==> src/rtl/insn_encoder_if.sv <==
// Request/response bundle for insn_encoder.
//   slave  : the encoder side (takes requests, produces encoded words)
//   master : the requester/consumer side
// Signals:
//   pc_load/load_pc          - overwrite the PC register
//   in_valid/in_ready        - request handshake
//   in_fmt..in_imm           - instruction fields; in_imm is the target address for B/J
//   out_valid/out_ready      - FIFO head handshake
//   out_insn/out_pc/out_err  - FIFO head contents
//   err_cnt                  - saturating count of errored requests
interface insn_encoder_if;
  logic        pc_load;
  logic [63:0] load_pc;
  logic        in_valid;
  logic        in_ready;
  logic [2:0]  in_fmt;
  logic [6:0]  in_opcode;
  logic [2:0]  in_funct3;
  logic [6:0]  in_funct7;
  logic [4:0]  in_rd;
  logic [4:0]  in_rs1;
  logic [4:0]  in_rs2;
  logic [63:0] in_imm;
  logic        out_valid;
  logic        out_ready;
  logic [31:0] out_insn;
  logic [63:0] out_pc;
  logic        out_err;
  logic [7:0]  err_cnt;

  modport master (
    output pc_load, load_pc, in_valid, in_fmt, in_opcode, in_funct3, in_funct7,
           in_rd, in_rs1, in_rs2, in_imm, out_ready,
    input  in_ready, out_valid, out_insn, out_pc, out_err, err_cnt
  );

  modport slave (
    input  pc_load, load_pc, in_valid, in_fmt, in_opcode, in_funct3, in_funct7,
           in_rd, in_rs1, in_rs2, in_imm, out_ready,
    output in_ready, out_valid, out_insn, out_pc, out_err, err_cnt
  );
endinterface

==> src/rtl/insn_encoder.sv <==
// RV64I instruction encoder with PC tracking.
// Requests are accepted on in_valid & in_ready, stamped with the current PC, registered in
// stage 1 (which also forms the PC-relative offset), then packed/checked in stage 2 and
// written into a 4-entry output FIFO. Illegal requests become a flagged NOP.
// Ports:
//   clk   - rising-edge clock
//   reset - synchronous active-high reset
//   bus   - insn_encoder_if.slave request/response bundle
// Configuration macro: ENCODER_MEXT_EN - when defined, R-format M-extension encodings
// (funct7 = 0000001 on opcodes 0110011/0111011) are legal; otherwise they are errors.
module insn_encoder (
  input  logic          clk,
  input  logic          reset,
  insn_encoder_if.slave bus
);

  typedef enum logic [2:0] {
    FmtR, FmtI, FmtS, FmtB, FmtU, FmtJ, FmtSh, FmtIllegal
  } fmt_e;

  localparam logic [31:0] Nop = 32'h0000_0013;

  // True when v is representable as a signed value of msb+1 bits.
  function automatic logic sext_fits(logic [63:0] v, int unsigned msb);
    logic [63:0] t;
    t = $signed(v) >>> msb;
    return (t == '0) || (t == '1);
  endfunction

  // PC and handshake
  logic [63:0] pc_q, pc_d, req_pc;
  logic        in_ready, accept;

  // Stage 1
  logic        s1_valid_q;
  fmt_e        s1_fmt_q;
  logic [6:0]  s1_opcode_q, s1_funct7_q;
  logic [2:0]  s1_funct3_q;
  logic [4:0]  s1_rd_q, s1_rs1_q, s1_rs2_q;
  logic [63:0] s1_imm_q, s1_off_q, s1_pc_q;

  // Stage 2 (combinational, feeds the FIFO write port)
  logic [31:0] packed_insn, s2_insn;
  logic        s2_err, mext_err;

  // Output FIFO
  logic [31:0] mem_insn_q [4];
  logic [63:0] mem_pc_q   [4];
  logic        mem_err_q  [4];
  logic [1:0]  wr_ptr_q, rd_ptr_q;
  logic [2:0]  count_q, count_d;
  logic [7:0]  err_cnt_q, err_cnt_d;
  logic        push, pop, out_valid;

  // Entries sitting in stage 1 are guaranteed a FIFO slot, so they count against capacity.
  assign in_ready = !reset && ((count_q + {2'b00, s1_valid_q}) < 3'd4);
  assign accept   = bus.in_valid && in_ready;

  // A same-cycle pc_load overrides the PC used for this request.
  assign req_pc = bus.pc_load ? bus.load_pc : pc_q;

  always_comb begin
    pc_d = pc_q;
    if (accept)           pc_d = req_pc + 64'd4;
    else if (bus.pc_load) pc_d = bus.load_pc;
  end

  always_ff @(posedge clk) begin
    if (reset) begin
      pc_q       <= '0;
      s1_valid_q <= 1'b0;
    end else begin
      pc_q       <= pc_d;
      s1_valid_q <= accept;
    end
  end

  always_ff @(posedge clk) begin
    if (accept) begin
      s1_fmt_q    <= fmt_e'(bus.in_fmt);
      s1_opcode_q <= bus.in_opcode;
      s1_funct3_q <= bus.in_funct3;
      s1_funct7_q <= bus.in_funct7;
      s1_rd_q     <= bus.in_rd;
      s1_rs1_q    <= bus.in_rs1;
      s1_rs2_q    <= bus.in_rs2;
      s1_imm_q    <= bus.in_imm;
      s1_off_q    <= bus.in_imm - req_pc;
      s1_pc_q     <= req_pc;
    end
  end

`ifdef ENCODER_MEXT_EN
  assign mext_err = 1'b0;
`else
  assign mext_err = (s1_funct7_q == 7'b0000001) &&
                    ((s1_opcode_q == 7'b0110011) || (s1_opcode_q == 7'b0111011));
`endif

  always_comb begin
    packed_insn = Nop;
    s2_err      = 1'b0;
    case (s1_fmt_q)
      FmtR: begin
        packed_insn = {s1_funct7_q, s1_rs2_q, s1_rs1_q, s1_funct3_q, s1_rd_q, s1_opcode_q};
        s2_err      = mext_err;
      end
      FmtI: begin
        packed_insn = {s1_imm_q[11:0], s1_rs1_q, s1_funct3_q, s1_rd_q, s1_opcode_q};
        s2_err      = !sext_fits(s1_imm_q, 11);
      end
      FmtS: begin
        packed_insn = {s1_imm_q[11:5], s1_rs2_q, s1_rs1_q, s1_funct3_q, s1_imm_q[4:0],
                       s1_opcode_q};
        s2_err      = !sext_fits(s1_imm_q, 11);
      end
      FmtB: begin
        packed_insn = {s1_off_q[12], s1_off_q[10:5], s1_rs2_q, s1_rs1_q, s1_funct3_q,
                       s1_off_q[4:1], s1_off_q[11], s1_opcode_q};
        s2_err      = s1_off_q[0] || !sext_fits(s1_off_q, 12);
      end
      FmtU: begin
        packed_insn = {s1_imm_q[31:12], s1_rd_q, s1_opcode_q};
        s2_err      = (s1_imm_q[11:0] != 12'd0) || !sext_fits(s1_imm_q, 31);
      end
      FmtJ: begin
        packed_insn = {s1_off_q[20], s1_off_q[10:1], s1_off_q[11], s1_off_q[19:12],
                       s1_rd_q, s1_opcode_q};
        s2_err      = s1_off_q[0] || !sext_fits(s1_off_q, 20);
      end
      FmtSh: begin
        packed_insn = {s1_funct7_q[6:1], s1_imm_q[5:0], s1_rs1_q, s1_funct3_q, s1_rd_q,
                       s1_opcode_q};
        s2_err      = (s1_imm_q[63:6] != 58'd0);
      end
      default: s2_err = 1'b1;
    endcase
    s2_insn = s2_err ? Nop : packed_insn;
  end

  assign out_valid = (count_q != 3'd0);
  assign push      = s1_valid_q;
  assign pop       = out_valid && bus.out_ready;

  always_comb begin
    count_d = count_q;
    unique case ({push, pop})
      2'b10:   count_d = count_q + 3'd1;
      2'b01:   count_d = count_q - 3'd1;
      default: count_d = count_q;
    endcase
    err_cnt_d = err_cnt_q;
    if (push && s2_err && (err_cnt_q != 8'hFF)) err_cnt_d = err_cnt_q + 8'd1;
  end

  always_ff @(posedge clk) begin
    if (reset) begin
      wr_ptr_q  <= '0;
      rd_ptr_q  <= '0;
      count_q   <= '0;
      err_cnt_q <= '0;
    end else begin
      if (push) wr_ptr_q <= wr_ptr_q + 2'd1;
      if (pop)  rd_ptr_q <= rd_ptr_q + 2'd1;
      count_q   <= count_d;
      err_cnt_q <= err_cnt_d;
    end
  end

  always_ff @(posedge clk) begin
    if (push) begin
      mem_insn_q[wr_ptr_q] <= s2_insn;
      mem_pc_q[wr_ptr_q]   <= s1_pc_q;
      mem_err_q[wr_ptr_q]  <= s2_err;
    end
  end

  // Head is read straight from storage flops; forced to zero when the FIFO is empty.
  assign bus.in_ready  = in_ready;
  assign bus.out_valid = out_valid;
  assign bus.out_insn  = out_valid ? mem_insn_q[rd_ptr_q] : 32'd0;
  assign bus.out_pc    = out_valid ? mem_pc_q[rd_ptr_q] : 64'd0;
  assign bus.out_err   = out_valid ? mem_err_q[rd_ptr_q] : 1'b0;
  assign bus.err_cnt   = err_cnt_q;

endmodule

==> src/flat_wrapper.sv <==
// flat-port wrapper written by rule: the top's interface ports become plain ports
module insn_encoder_flat 
  (clk, reset, bus_pc_load, bus_load_pc, bus_in_valid, bus_in_fmt, bus_in_opcode, bus_in_funct3, bus_in_funct7, bus_in_rd, bus_in_rs1, bus_in_rs2, bus_in_imm, bus_out_ready, bus_in_ready, bus_out_valid, bus_out_insn, bus_out_pc, bus_out_err, bus_err_cnt);
  insn_encoder_if bus_i ();
  input  logic clk;
  input  logic reset;
  input wire logic [$bits(bus_i.pc_load)-1:0] bus_pc_load;
  input wire logic [$bits(bus_i.load_pc)-1:0] bus_load_pc;
  input wire logic [$bits(bus_i.in_valid)-1:0] bus_in_valid;
  input wire logic [$bits(bus_i.in_fmt)-1:0] bus_in_fmt;
  input wire logic [$bits(bus_i.in_opcode)-1:0] bus_in_opcode;
  input wire logic [$bits(bus_i.in_funct3)-1:0] bus_in_funct3;
  input wire logic [$bits(bus_i.in_funct7)-1:0] bus_in_funct7;
  input wire logic [$bits(bus_i.in_rd)-1:0] bus_in_rd;
  input wire logic [$bits(bus_i.in_rs1)-1:0] bus_in_rs1;
  input wire logic [$bits(bus_i.in_rs2)-1:0] bus_in_rs2;
  input wire logic [$bits(bus_i.in_imm)-1:0] bus_in_imm;
  input wire logic [$bits(bus_i.out_ready)-1:0] bus_out_ready;
  output wire logic [$bits(bus_i.in_ready)-1:0] bus_in_ready;
  output wire logic [$bits(bus_i.out_valid)-1:0] bus_out_valid;
  output wire logic [$bits(bus_i.out_insn)-1:0] bus_out_insn;
  output wire logic [$bits(bus_i.out_pc)-1:0] bus_out_pc;
  output wire logic [$bits(bus_i.out_err)-1:0] bus_out_err;
  output wire logic [$bits(bus_i.err_cnt)-1:0] bus_err_cnt;
  assign bus_i.pc_load = bus_pc_load;
  assign bus_i.load_pc = bus_load_pc;
  assign bus_i.in_valid = bus_in_valid;
  assign bus_i.in_fmt = bus_in_fmt;
  assign bus_i.in_opcode = bus_in_opcode;
  assign bus_i.in_funct3 = bus_in_funct3;
  assign bus_i.in_funct7 = bus_in_funct7;
  assign bus_i.in_rd = bus_in_rd;
  assign bus_i.in_rs1 = bus_in_rs1;
  assign bus_i.in_rs2 = bus_in_rs2;
  assign bus_i.in_imm = bus_in_imm;
  assign bus_i.out_ready = bus_out_ready;
  assign bus_in_ready = bus_i.in_ready;
  assign bus_out_valid = bus_i.out_valid;
  assign bus_out_insn = bus_i.out_insn;
  assign bus_out_pc = bus_i.out_pc;
  assign bus_out_err = bus_i.out_err;
  assign bus_err_cnt = bus_i.err_cnt;
  insn_encoder u_core (.clk(clk), .reset(reset), .bus(bus_i));
endmodule
==> config.mk <==
export PLATFORM = sky130hd
export DESIGN_NAME = insn_encoder_flat
export DESIGN_NICKNAME = d
export VERILOG_FILES = /design/src/rtl/insn_encoder_if.sv /design/src/rtl/insn_encoder.sv /design/src/flat_wrapper.sv
export SDC_FILE = /design/constraint.sdc
export NUM_CORES = 1
export LEC_CHECK = 0
export CORE_MARGIN = 1
export CORE_UTILIZATION = 48
export CTS_BUF_LIST = sky130_fd_sc_hd__clkbuf_16
export DETAILED_ROUTE_END_ITERATION = 7
export MAX_ROUTING_LAYER = met4
export PLACE_DENSITY = 0.71
export SLEW_MARGIN = 20
export SYNTH_ARGS = -nofsm -noshare
export SYNTH_HDL_FRONTEND = slang
export SYNTH_SLANG_ARGS = --single-unit
==> constraint.sdc <==
create_clock -name clk -period 19.4 [get_ports clk]
set_input_delay 3.88 -clock clk [delete_from_list [all_inputs] [get_ports clk]]
set_output_delay 3.88 -clock clk [all_outputs]
set_load 0.02 [all_outputs]
==> reports/qor.yml <==
combPwrFrac: 0.260
intPower_w: 0.003048
cts_sinks: 697
cts_made_buffers: 71
cts.clk_slew.worst_paths_ns: 0.06
first_pass_iters: 6
synth_ff_type: "edfxtp_1"
ant_nets: 0
hold_path.class: "reg -> reg"
drc: 0
grtUsageTotal: 0.2496
layout_min_cycle_time_ns: 9.003
cp_max_fo: 36
path_class: "in -> out"
cp-start-kind: "input pin"
multi_input_area_mm2: 0.01048
synth_cells: 2222
clk_latency_ns: 0.61
critPathTopFamily: "buffers and inverters"
hpwl_um: 58030
slew_violations: 0
ys_ff_latch: 697
setup.worst_path.end: "bus_in_ready"
die_x_um: 257.7
cts_buffer_depth: 3
p_leak_nw: 12.94
vias: 19700
area_growth_pct: 18.71
drive_gt1_frac: 0.1034
setup-tns-final_ns: 0
fillers: 5035
fin_nets: 2735
rrSetupSlack_ns: 15.23
startpoint: "reset"
worst_pin_slew_ns: 1.039
p_switching_w: 0.001258
drt_wl_total_um: 81450
grt_max_degree: 100
crit_arrival_ns: 5.12
maxCapViolCount: 0
fin_crit_sh: 0.4641
setup_viol_count_final: 0
end_kind: "primary output"
r2r_end: "u_core.pc_q[63]"
die_y_um: 257.7
num_rows: 93
io-pin-count: 275
ff2ff_path_depth: 10
numPortBuffers: 274
synth_nets: 2462
seqCellArea_mm2: 0.02012
cts_max_level: 3
overflow: 0
crit_chain: "buf_2, buf_4, nor2_1, clkdlybuf4s50_1"
final_util: 0.5778
start_util: 0.4867
post-cts-setup-buffers: 0
worstPathRequired_ns: 15.52
cp.buffers_inverters: 3
cts-hold-fix-buffers: 0
wire_per_inst_um: 23.86
grt_pass1_vias: 19180
finClkSkew_ns: 0.01704
crit_path_max_incr_delay_ns: 0.68
ir_drop_v: 0.00008993
grt_setup_unrepaired: "no"
slew_headroom: 0.2876
cts_tree: "built"
die_area_mm2: 0.06640
synth.distinct_cells: 77
cp_slowest_cell: "clkdlybuf4s50_1"
async_flop_share: 0
ys_warn_count: 0
status: "completed"
drt_iter0_drc: 2019
synth_area_per_cell_um2: 14.12
synth_area_mm2: 0.03138
viasPerCell: 5.770
hold_viol: 0
grt_pass1_wl_um: 119800
regToRegStartpoint: "u_core.push"
core-area_mm2: 0.06446
antenna_found_initial: 6
routabilityCongestion: 0.9395
clkPwrFrac: 0.313
seqPwrFrac: 0.427
power_density_mw_per_mm2: 115.6
fmax_ghz: 0.1111
cp.depth: 4
clockRootBuffer: "clkbuf_16"
swShare: 0.2922
power_w: 0.004306
synth_edf_count: 615
synth_seq_area_share: 0.6409
cts_resized: 0
## flip-flops by register name (all words and copies together), names as in the netlist, named ones only
| register | flops |
|---|---|
| u_core.mem_pc_q | 256 |
| u_core.mem_insn_q | 128 |
| u_core.pc_q | 64 |
| u_core.s1_imm_q | 64 |
| u_core.s1_off_q | 64 |
| u_core.s1_pc_q | 64 |
| u_core.bus.err_cnt | 8 |
| u_core.s1_funct7_q | 7 |
| u_core.s1_opcode_q | 7 |
| u_core.s1_rd_q | 5 |
| u_core.s1_rs1_q | 5 |
| u_core.s1_rs2_q | 5 |
| u_core.mem_err_q | 4 |
| u_core.count_q | 3 |
| u_core.s1_fmt_q | 3 |
| u_core.s1_funct3_q | 3 |
| u_core.rd_ptr_q | 2 |
| u_core.wr_ptr_q | 2 |
| u_core.push | 1 |
## cell families after synthesis
logic type / Yosys count / synth area share
fa+ha+maj: 72 / 0.02919
compound gates: 335 / 0.07026
simple gates: 629 / 0.1056
xor+xnor: 125 / 0.03489
mux: 169 / 0.09359
buf+inv: 195 / 0.02560
flops: 697 / 0.6409
## power by group through the flow
stage | sequential (W) | combinational [W] | clock (W)
2_1_floorplan | 0.00184 | 0.000698 | 0
3_3_place_gp | 0.00186 | 0.00113 | 0
3_5_place_dp | 0.00187 | 0.00113 | 0
4_1_cts | 0.00184 | 0.00113 | 0.00137
5_1_grt | 0.00185 | 0.00120 | 0.00142
6_report | 0.00184 | 0.00112 | 0.00135
## per-stage QoR
stage / worst slack, ns / hold WS [ns] / area [µm²] / std cells
after CTS: 10.39 / 0.4932 / 37230 / 3407
final: 10.40 / 0.4943 / 37250 / 3414
after floorplan: 10.03 / 0.4587 / 31380 / 2222
after global placement: 10.38 / 0.4660 / 34930 / 3277
after detailed placement: 10.39 / 0.4807 / 34930 / 3277
after global routing: 10.38 / 0.5050 / 37250 / 3413
## final cells by class
cell class                      instances  share of cell area
Antenna cell                            7           0.0004703
Clock buffer                           74             0.04971
Clock inverter                         56             0.01203
Inverter                              102             0.01048
Multi-Input combinational cell       1330              0.2813
Sequential cell                       697              0.5401
Tap cell                              855             0.02872
Timing Repair Buffer                  293             0.07726
## cells in the mapped netlist, types with 5 or more instances
library cell / instances / share of area
edfxtp_1: 615 / 0.59
nor2_1: 170 / 0.020
a21oi_1: 114 / 0.018
and2_1: 112 / 0.022
inv_1: 101 / 0.012
mux4_2: 98 / 0.070
xnor2_1: 98 / 0.027
nand2_1: 92 / 0.011
dfxtp_1: 82 / 0.052
ha_1: 70 / 0.028
clkbuf_1: 57 / 0.0068
mux2i_1: 56 / 0.018
nand4_1: 51 / 0.010
a21o_1: 49 / 0.012
o21ai_0: 48 / 0.0077
nor4_1: 41 / 0.0082
nand3_1: 40 / 0.0064
xor2_1: 27 / 0.0075
nor3_1: 26 / 0.0041
nor2b_1: 24 / 0.0048
and3_1: 20 / 0.0040
a22oi_1: 18 / 0.0043
mux2_2: 15 / 0.0054
buf_1: 14 / 0.0017
buf_2: 12 / 0.0019
o21bai_1: 12 / 0.0029
a211oi_1: 9 / 0.0022
a31oi_1: 9 / 0.0018
nand2b_1: 9 / 0.0018
a32oi_1: 8 / 0.0022
o211ai_1: 8 / 0.0019
o21a_1: 8 / 0.0019
o22ai_1: 8 / 0.0016
or3_1: 7 / 0.0014
or4_1: 6 / 0.0014
a222oi_1: 5 / 0.0016
buf_4: 5 / 0.0012
buf_6: 5 / 0.0018
nand3b_1: 5 / 0.0012
or2_2: 5 / 0.0010
## cell usage in the layout, fill, tap and decap left out, types with 6 or more instances in the layout
| master | n |
|---|---|
| edfxtp_1 | 615 |
| clkdlybuf4s50_1 | 272 |
| nor2_1 | 170 |
| inv_1 | 120 |
| a21oi_1 | 114 |
| and2_1 | 108 |
| xnor2_1 | 98 |
| mux4_2 | 98 |
| nand2_1 | 92 |
| dfxtp_1 | 80 |
| clkbuf_16 | 74 |
| ha_1 | 70 |
| mux2i_1 | 56 |
| nand4_1 | 51 |
| a21o_1 | 49 |
| o21ai_0 | 48 |
| nor4_1 | 41 |
| nand3_1 | 40 |
| xor2_1 | 27 |
| nor3_1 | 26 |
| nor2b_1 | 24 |
| and3_1 | 20 |
| buf_4 | 20 |
| a22oi_1 | 18 |
| mux2_2 | 15 |
| clkinv_1 | 14 |
| o21bai_1 | 12 |
| clkinv_2 | 10 |
| a211oi_1 | 9 |
| a31oi_1 | 9 |
| nand2b_1 | 9 |
| o211ai_1 | 8 |
| o21a_1 | 8 |
| a32oi_1 | 8 |
| o22ai_1 | 8 |
| diode_2 | 7 |
| or4_1 | 6 |
| or3_1 | 6 |
| bufinv_16 | 6 |
## metal layers
layer,GRT usage,up-vias,wire [µm]
met5,-,-,0
met4,0.06377,0,1493
met3,0.03750,89,4984
met2,0.3748,704,37980
met1,0.3572,9877,36990
li1,-,9030,-
## how the worst min path moves through the flow
stage / cells after the start / from / endpoint / slack [ns]
final: 0 / u_core.s1_pc_q[37] / u_core.mem_pc_q[2][37] / 0.49
after global routing: 0 / u_core.s1_pc_q[37] / u_core.mem_pc_q[2][37] / 0.51
after CTS: 0 / u_core.s1_pc_q[23] / u_core.mem_pc_q[2][23] / 0.49
after detailed placement: 0 / u_core.s1_pc_q[23] / u_core.mem_pc_q[0][23] / 0.48
after global placement: 0 / u_core.s1_pc_q[24] / u_core.mem_pc_q[2][24] / 0.47
after floorplan: 0 / u_core.s1_pc_q[0] / u_core.mem_pc_q[0][0] / 0.46
Note: power is estimated with default switching activity, not from simulation.
==> RTL edit 1: new RTL, same settings <==
Add a define of `ENCODER_MEXT_EN`.
--- a/src/rtl/insn_encoder.sv
+++ b/src/rtl/insn_encoder.sv
@@ -8,6 +8,8 @@
 //   bus   - insn_encoder_if.slave request/response bundle
 // Configuration macro: ENCODER_MEXT_EN - when defined, R-format M-extension encodings
 // (funct7 = 0000001 on opcodes 0110011/0111011) are legal; otherwise they are errors.
+`define ENCODER_MEXT_EN
+
 module insn_encoder (
   input  logic          clk,
   input  logic          reset,
Check against the original RTL: not equivalent (a bounded check fails within 4 cycles, from zero or initial values and one cycle with reset high).
==> RTL edit 1 against the unedited design <==
  * Clock skew up 0.0033 ns
  * Count of clock-buffer cells in the layout up 4
  * Non-clock buffer count down 3
  * Synthesized area up 0.54%
  * Via count up 0.79%
  * Register-to-register slack worse by 0.17 ns
  * Cell area up 0.52%
  * Sequential cell count unchanged
  * Critical path depth unchanged
  * Power down 1.1%
  * Setup slack worse by 0.28 ns
  * Wire length up 0.77%
  * Critical path type unchanged
  * Largest cell class unchanged
==> RTL edit 1: results (changes against the unedited design) <==
[global_routing]
grt_pass1_wl_um=120000  ; +0.49%
grt_pass1_vias=19475  ; +1.5%
antenna_found_initial=8  ; +2
grt.total_usage_pct=25.1  ; +0.16 points
grt_max_degree=181  ; +81%

[yosys]
seq_area_frac_synth_pct=63.7  ; -0.34 points
synth_cell_types=82  ; +6.5%
ys_warn_count=0  ; unchanged
synthTopCellsByCount=615 x edfxtp_1, 188 x nor2_1, 112 x a21oi_1, 111 x and2_1, 110 x nand2_1
synth_top_cells_by_area=edfxtp_1 59%, mux4_2 6.9%, dfxtp_1 5.2%
postSynthCellCount=2247  ; +1.1%
synth_nets=2487  ; +1.0%

[drt]
num_vias=19855  ; +0.79%
drt-pass1-iter-count=5  ; -1
drt_iter0_markers=1890  ; -6.4%
wl_per_cell_um=23.9  ; about the same

[cts]
cts_buffers=73  ; +2.8%
post-cts-setup-buffers=0  ; unchanged
cts_max_path_buffers=3  ; unchanged

[worst_setup_path]
crit_slowest_cell=buf_4
arrival_ns=5.40  ; +0.28 ns
cp_slowest_stage_delay_ns=0.66  ; -0.02 ns
reg2reg_depth=12  ; +2
critPathLaunch=reset
r2r_end=u_core.s1_off_q[62]$_DFFE_PP_
worstPathMaxFanout=84  ; +130%
rrSetupSlack_ns=15.06  ; -0.17 ns
rr_startpoint=u_core.pc_q[0]$_SDFF_PP0_
crit_path_end=bus_in_ready

[finish]
fillers=5142  ; +2.1%
fin_cells=3439  ; +0.73%
layout-drive-gt1-share_pct=10.6  ; +0.29 points
finalNetCount=2758  ; +0.84%

[placement]
place_inst=3298  ; +0.64%
hpwl_um=58300  ; +0.39%
dpl_cell_area_sq_mm=0.0351  ; +0.42%
gp_congestion=0.911  ; -3.0%

[status]
outcome=finished, final reports clean

[pwr]
switchingPower_mw=1.24  ; -1.7%
vdd_drop_max_v=0.0000711  ; -21%
p_leak_nw=13.0  ; +0.77%

[timing]
tightest_slew_ns=1.05  ; +0.00928 ns
setup_ws_ns=10.12  ; -0.281 ns
fin_skew_ns=0.0203  ; +0.00331 ns

RTL edit 1: cell types whose count changed after synthesis, moves of 8 or more:
cell,before,now
a21o_1,49,25
a22oi_1,18,7
inv_1,101,92
mux2i_1,56,91
nand2_1,92,110
nand3_1,40,32
nor2_1,170,188
nor3_1,26,38
xnor2_1,98,80
RTL edit 1: worst min path at each step:
stage / from / endpoint / slack [ns] / cells past startpoint
after floorplan: u_core.s1_pc_q[0]$_DFFE_PP_ / u_core.mem_pc_q[0][0]$_DFFE_PP_ / 0.46 / 0
after global placement: u_core.s1_pc_q[44]$_DFFE_PP_ / u_core.mem_pc_q[2][44]$_DFFE_PP_ / 0.47 / 0
after detailed placement: u_core.s1_pc_q[47]$_DFFE_PP_ / u_core.mem_pc_q[3][47]$_DFFE_PP_ / 0.48 / 0
after CTS: u_core.s1_pc_q[42]$_DFFE_PP_ / u_core.mem_pc_q[3][42]$_DFFE_PP_ / 0.49 / 0
after global routing: u_core.s1_pc_q[47]$_DFFE_PP_ / u_core.mem_pc_q[0][47]$_DFFE_PP_ / 0.50 / 0
final: u_core.s1_pc_q[61]$_DFFE_PP_ / u_core.mem_pc_q[0][61]$_DFFE_PP_ / 0.49 / 0
RTL edit 1: area by class of cell:
| cell class | instances | area (sq um) | share of cell area (%) |
|---|---|---|---|
| Antenna cell | 7 | 17.5 | 0.0468 |
| Clock buffer | 78 | 1950 | 5.21 |
| Clock inverter | 56 | 395 | 1.06 |
| Inverter | 93 | 349 | 0.932 |
| Multi-Input combinational cell | 1363 | 10700 | 28.5 |
| Sequential cell | 697 | 20100 | 53.7 |
| Tap cell | 855 | 1070 | 2.86 |
| Timing Repair Buffer | 290 | 2870 | 7.66 |
RTL edit 1: critical path, delay by kind of cell:
kind	cells	cell delay [ns]
AO/OA/AOI/OAI	1	0.17
buffers and inverters	3	1.34
RTL edit 1: power groups by stage:
stage / Sequential [mW] / Combinational (mW) / Clock [mW]
after floorplan: 1.84 / 0.677 / 0
after global placement: 1.85 / 1.08 / 0
after detailed placement: 1.86 / 1.09 / 0
after CTS: 1.83 / 1.09 / 1.37
after global routing: 1.84 / 1.16 / 1.43
final: 1.83 / 1.08 / 1.35
RTL edit 1: per-layer routing:
metal	global-route usage (%)	share of wire (%)
met5	-	0
met4	6.67	1.6
met3	2.68	5.5
met2	38.4	47
met1	36.0	46
RTL edit 1: cells by family (layout without fill, tap and decap cells):
family                   Yosys count  count (layout)  synth area share, %
AO/OA/AOI/OAI                    295             295                 5.97
XOR/XNOR                         114             114                 3.17
adder cells (fa/ha/maj)           72              72                 2.90
buffers and inverters            187             517                 2.46
flip-flops                       697             697                 63.7
multiplexers                     204             204                 10.4
other                              0               7                    0
AND/OR/NAND/NOR                  678             678                 11.4
==> RTL edit 2: new RTL, same settings <==
Without the edit above. Take the reset off `pc_q` and load it in a clocked block of its own.
--- a/src/rtl/insn_encoder.sv
+++ b/src/rtl/insn_encoder.sv
@@ -67,12 +67,14 @@
 
   always_ff @(posedge clk) begin
     if (reset) begin
-      pc_q       <= '0;
       s1_valid_q <= 1'b0;
     end else begin
-      pc_q       <= pc_d;
       s1_valid_q <= accept;
     end
+  end
+
+  always_ff @(posedge clk) begin
+    pc_q <= pc_d;
   end
 
   always_ff @(posedge clk) begin
Function: changed (Yosys sat finds a counterexample within 4 cycles, from zero or initial values and one cycle with reset high).
==> RTL edit 2 against the unedited design <==
  * Count of clock-buffer cells in the layout rose by 3
  * Power grew 2.4%
  * Via count is 3.1% lower
  * Synthesized area fell by 0.84%
  * Setup slack worse by 0.44 ns
  * Sequential cell count unchanged
  * Wire length decreased by 2.5%
  * Utilization is 0.80 points higher
  * Clock skew up 0.0036 ns
  * Cell area hardly changed
  * Clock power increased by 7%
  * Critical path type unchanged
  * Largest cell class unchanged
==> RTL edit 2: results (changes against the unedited design) <==
[global_routing]
grt.total_usage_pct=24.8  ; -0.14 points
antenna_found_initial=3  ; -3
grt_pass1_wl_um=119000  ; -0.81%
grtUsageMet2_pct=37.7  ; +0.20 points
met3_usage_pct=4.29  ; +0.54 points

[placement]
hpwl_um=56600  ; -2.4%
dpl_cell_area_sq_mm=0.0347  ; -0.64%
gp_congestion=0.936  ; -0.39%

[timing]
tightest_slew_ns=0.952  ; -0.0872 ns
fmax_mhz=106  ; -4.6%

[worst_setup_path]
rrSetupSlack_ns=15.05  ; -0.18 ns
r2r_end=u_core.bus.err_cnt[5]$_SDFFE_PP0P_
rr_startpoint=u_core.s1_fmt_q[0]$_DFFE_PP_
cp_slowest_stage_delay_ns=0.73  ; +0.05 ns
arrival_ns=5.56  ; +0.44 ns
reg2reg_depth=12  ; +2
worstPathMaxFanout=18  ; -50%

[yosys]
synth_compound_area_share_pct=6.88  ; -0.15 points
yosys.area_share.adder_pct=2.94  ; +0.025 points
postSynthCellCount=2158  ; -2.9%
synth_top_cells_by_area=edfxtp_1 59%, mux4_2 7.1%, dfxtp_1 5.3%
synth_cell_types=81  ; +5.2%
synthTopCellsByCount=615 x edfxtp_1, 123 x nor2_1, 112 x inv_1, 109 x and2_1, 108 x a21oi_1
seq_area_frac_synth_pct=64.6  ; +0.54 points

[drt]
met3WireLength_um=5630  ; +13%
drt_iter0_markers=1735  ; -14%
wl_per_cell_um=23.7  ; -0.56%
num_vias=19092  ; -3.1%
wl_met2_um=37300  ; -1.9%
wl_met1_um=35100  ; -5.1%
drt-pass1-iter-count=5  ; -1

[cts]
cts_buffers=74  ; +4.2%

[pwr]
p_sw_share_pct=28.7  ; -0.49 points
p_leak_nw=12.9  ; -0.57%
clkPwrFrac_pct=32.7  ; +1.4 points
vdd_drop_max_v=0.0000831  ; -7.6%

[finish]
buffer_area_share_pct=7.74  ; +0.018 points
clock_area_share_pct=6.73  ; +0.55 points
layout-drive-gt1-share_pct=11.4  ; +1.0 points
n_all_inverters=114  ; +12%
fin_cells=3346  ; -2.0%
clock_buffers=77  ; +4.1%

[status]
outcome=finished, final reports clean

[worst_hold_path]
hold_start=u_core.s1_pc_q[44]$_DFFE_PP_

[RTL edit 2: cell count changes after synthesis, moves of 7 or more]
cell / before / now
clkbuf_1: 57 / 64
a31oi_1: 9 / 17
and3_1: 20 / 6
inv_1: 101 / 112
buf_2: 12 / 3
nor2_1: 170 / 123
a21o_1: 49 / 36
[RTL edit 2: stage by stage]
step	util (%)	hold WS [ns]	power, mW
final	58.6	0.481	4.41
after floorplan	-	0.459	2.56
after detailed placement	54.6	0.481	3.01
after CTS	58.6	0.491	4.45
after global placement	54.6	0.467	2.99
after global routing	58.6	0.509	4.58
[RTL edit 2: worst register-to-register path, cell delays in order (launching register included)]
cell and delay (ns):
edfxtp_1 0.32, buf_4 0.43, nor2b_1 0.42, and2_1 0.37, a21oi_1 0.12, or4_1 0.62, o2111ai_1 0.14, nand4_1 0.62
buf_4 0.50, nand3_1 0.30, nor3_1 0.12, xnor2_1 0.17, nor2_1 0.06
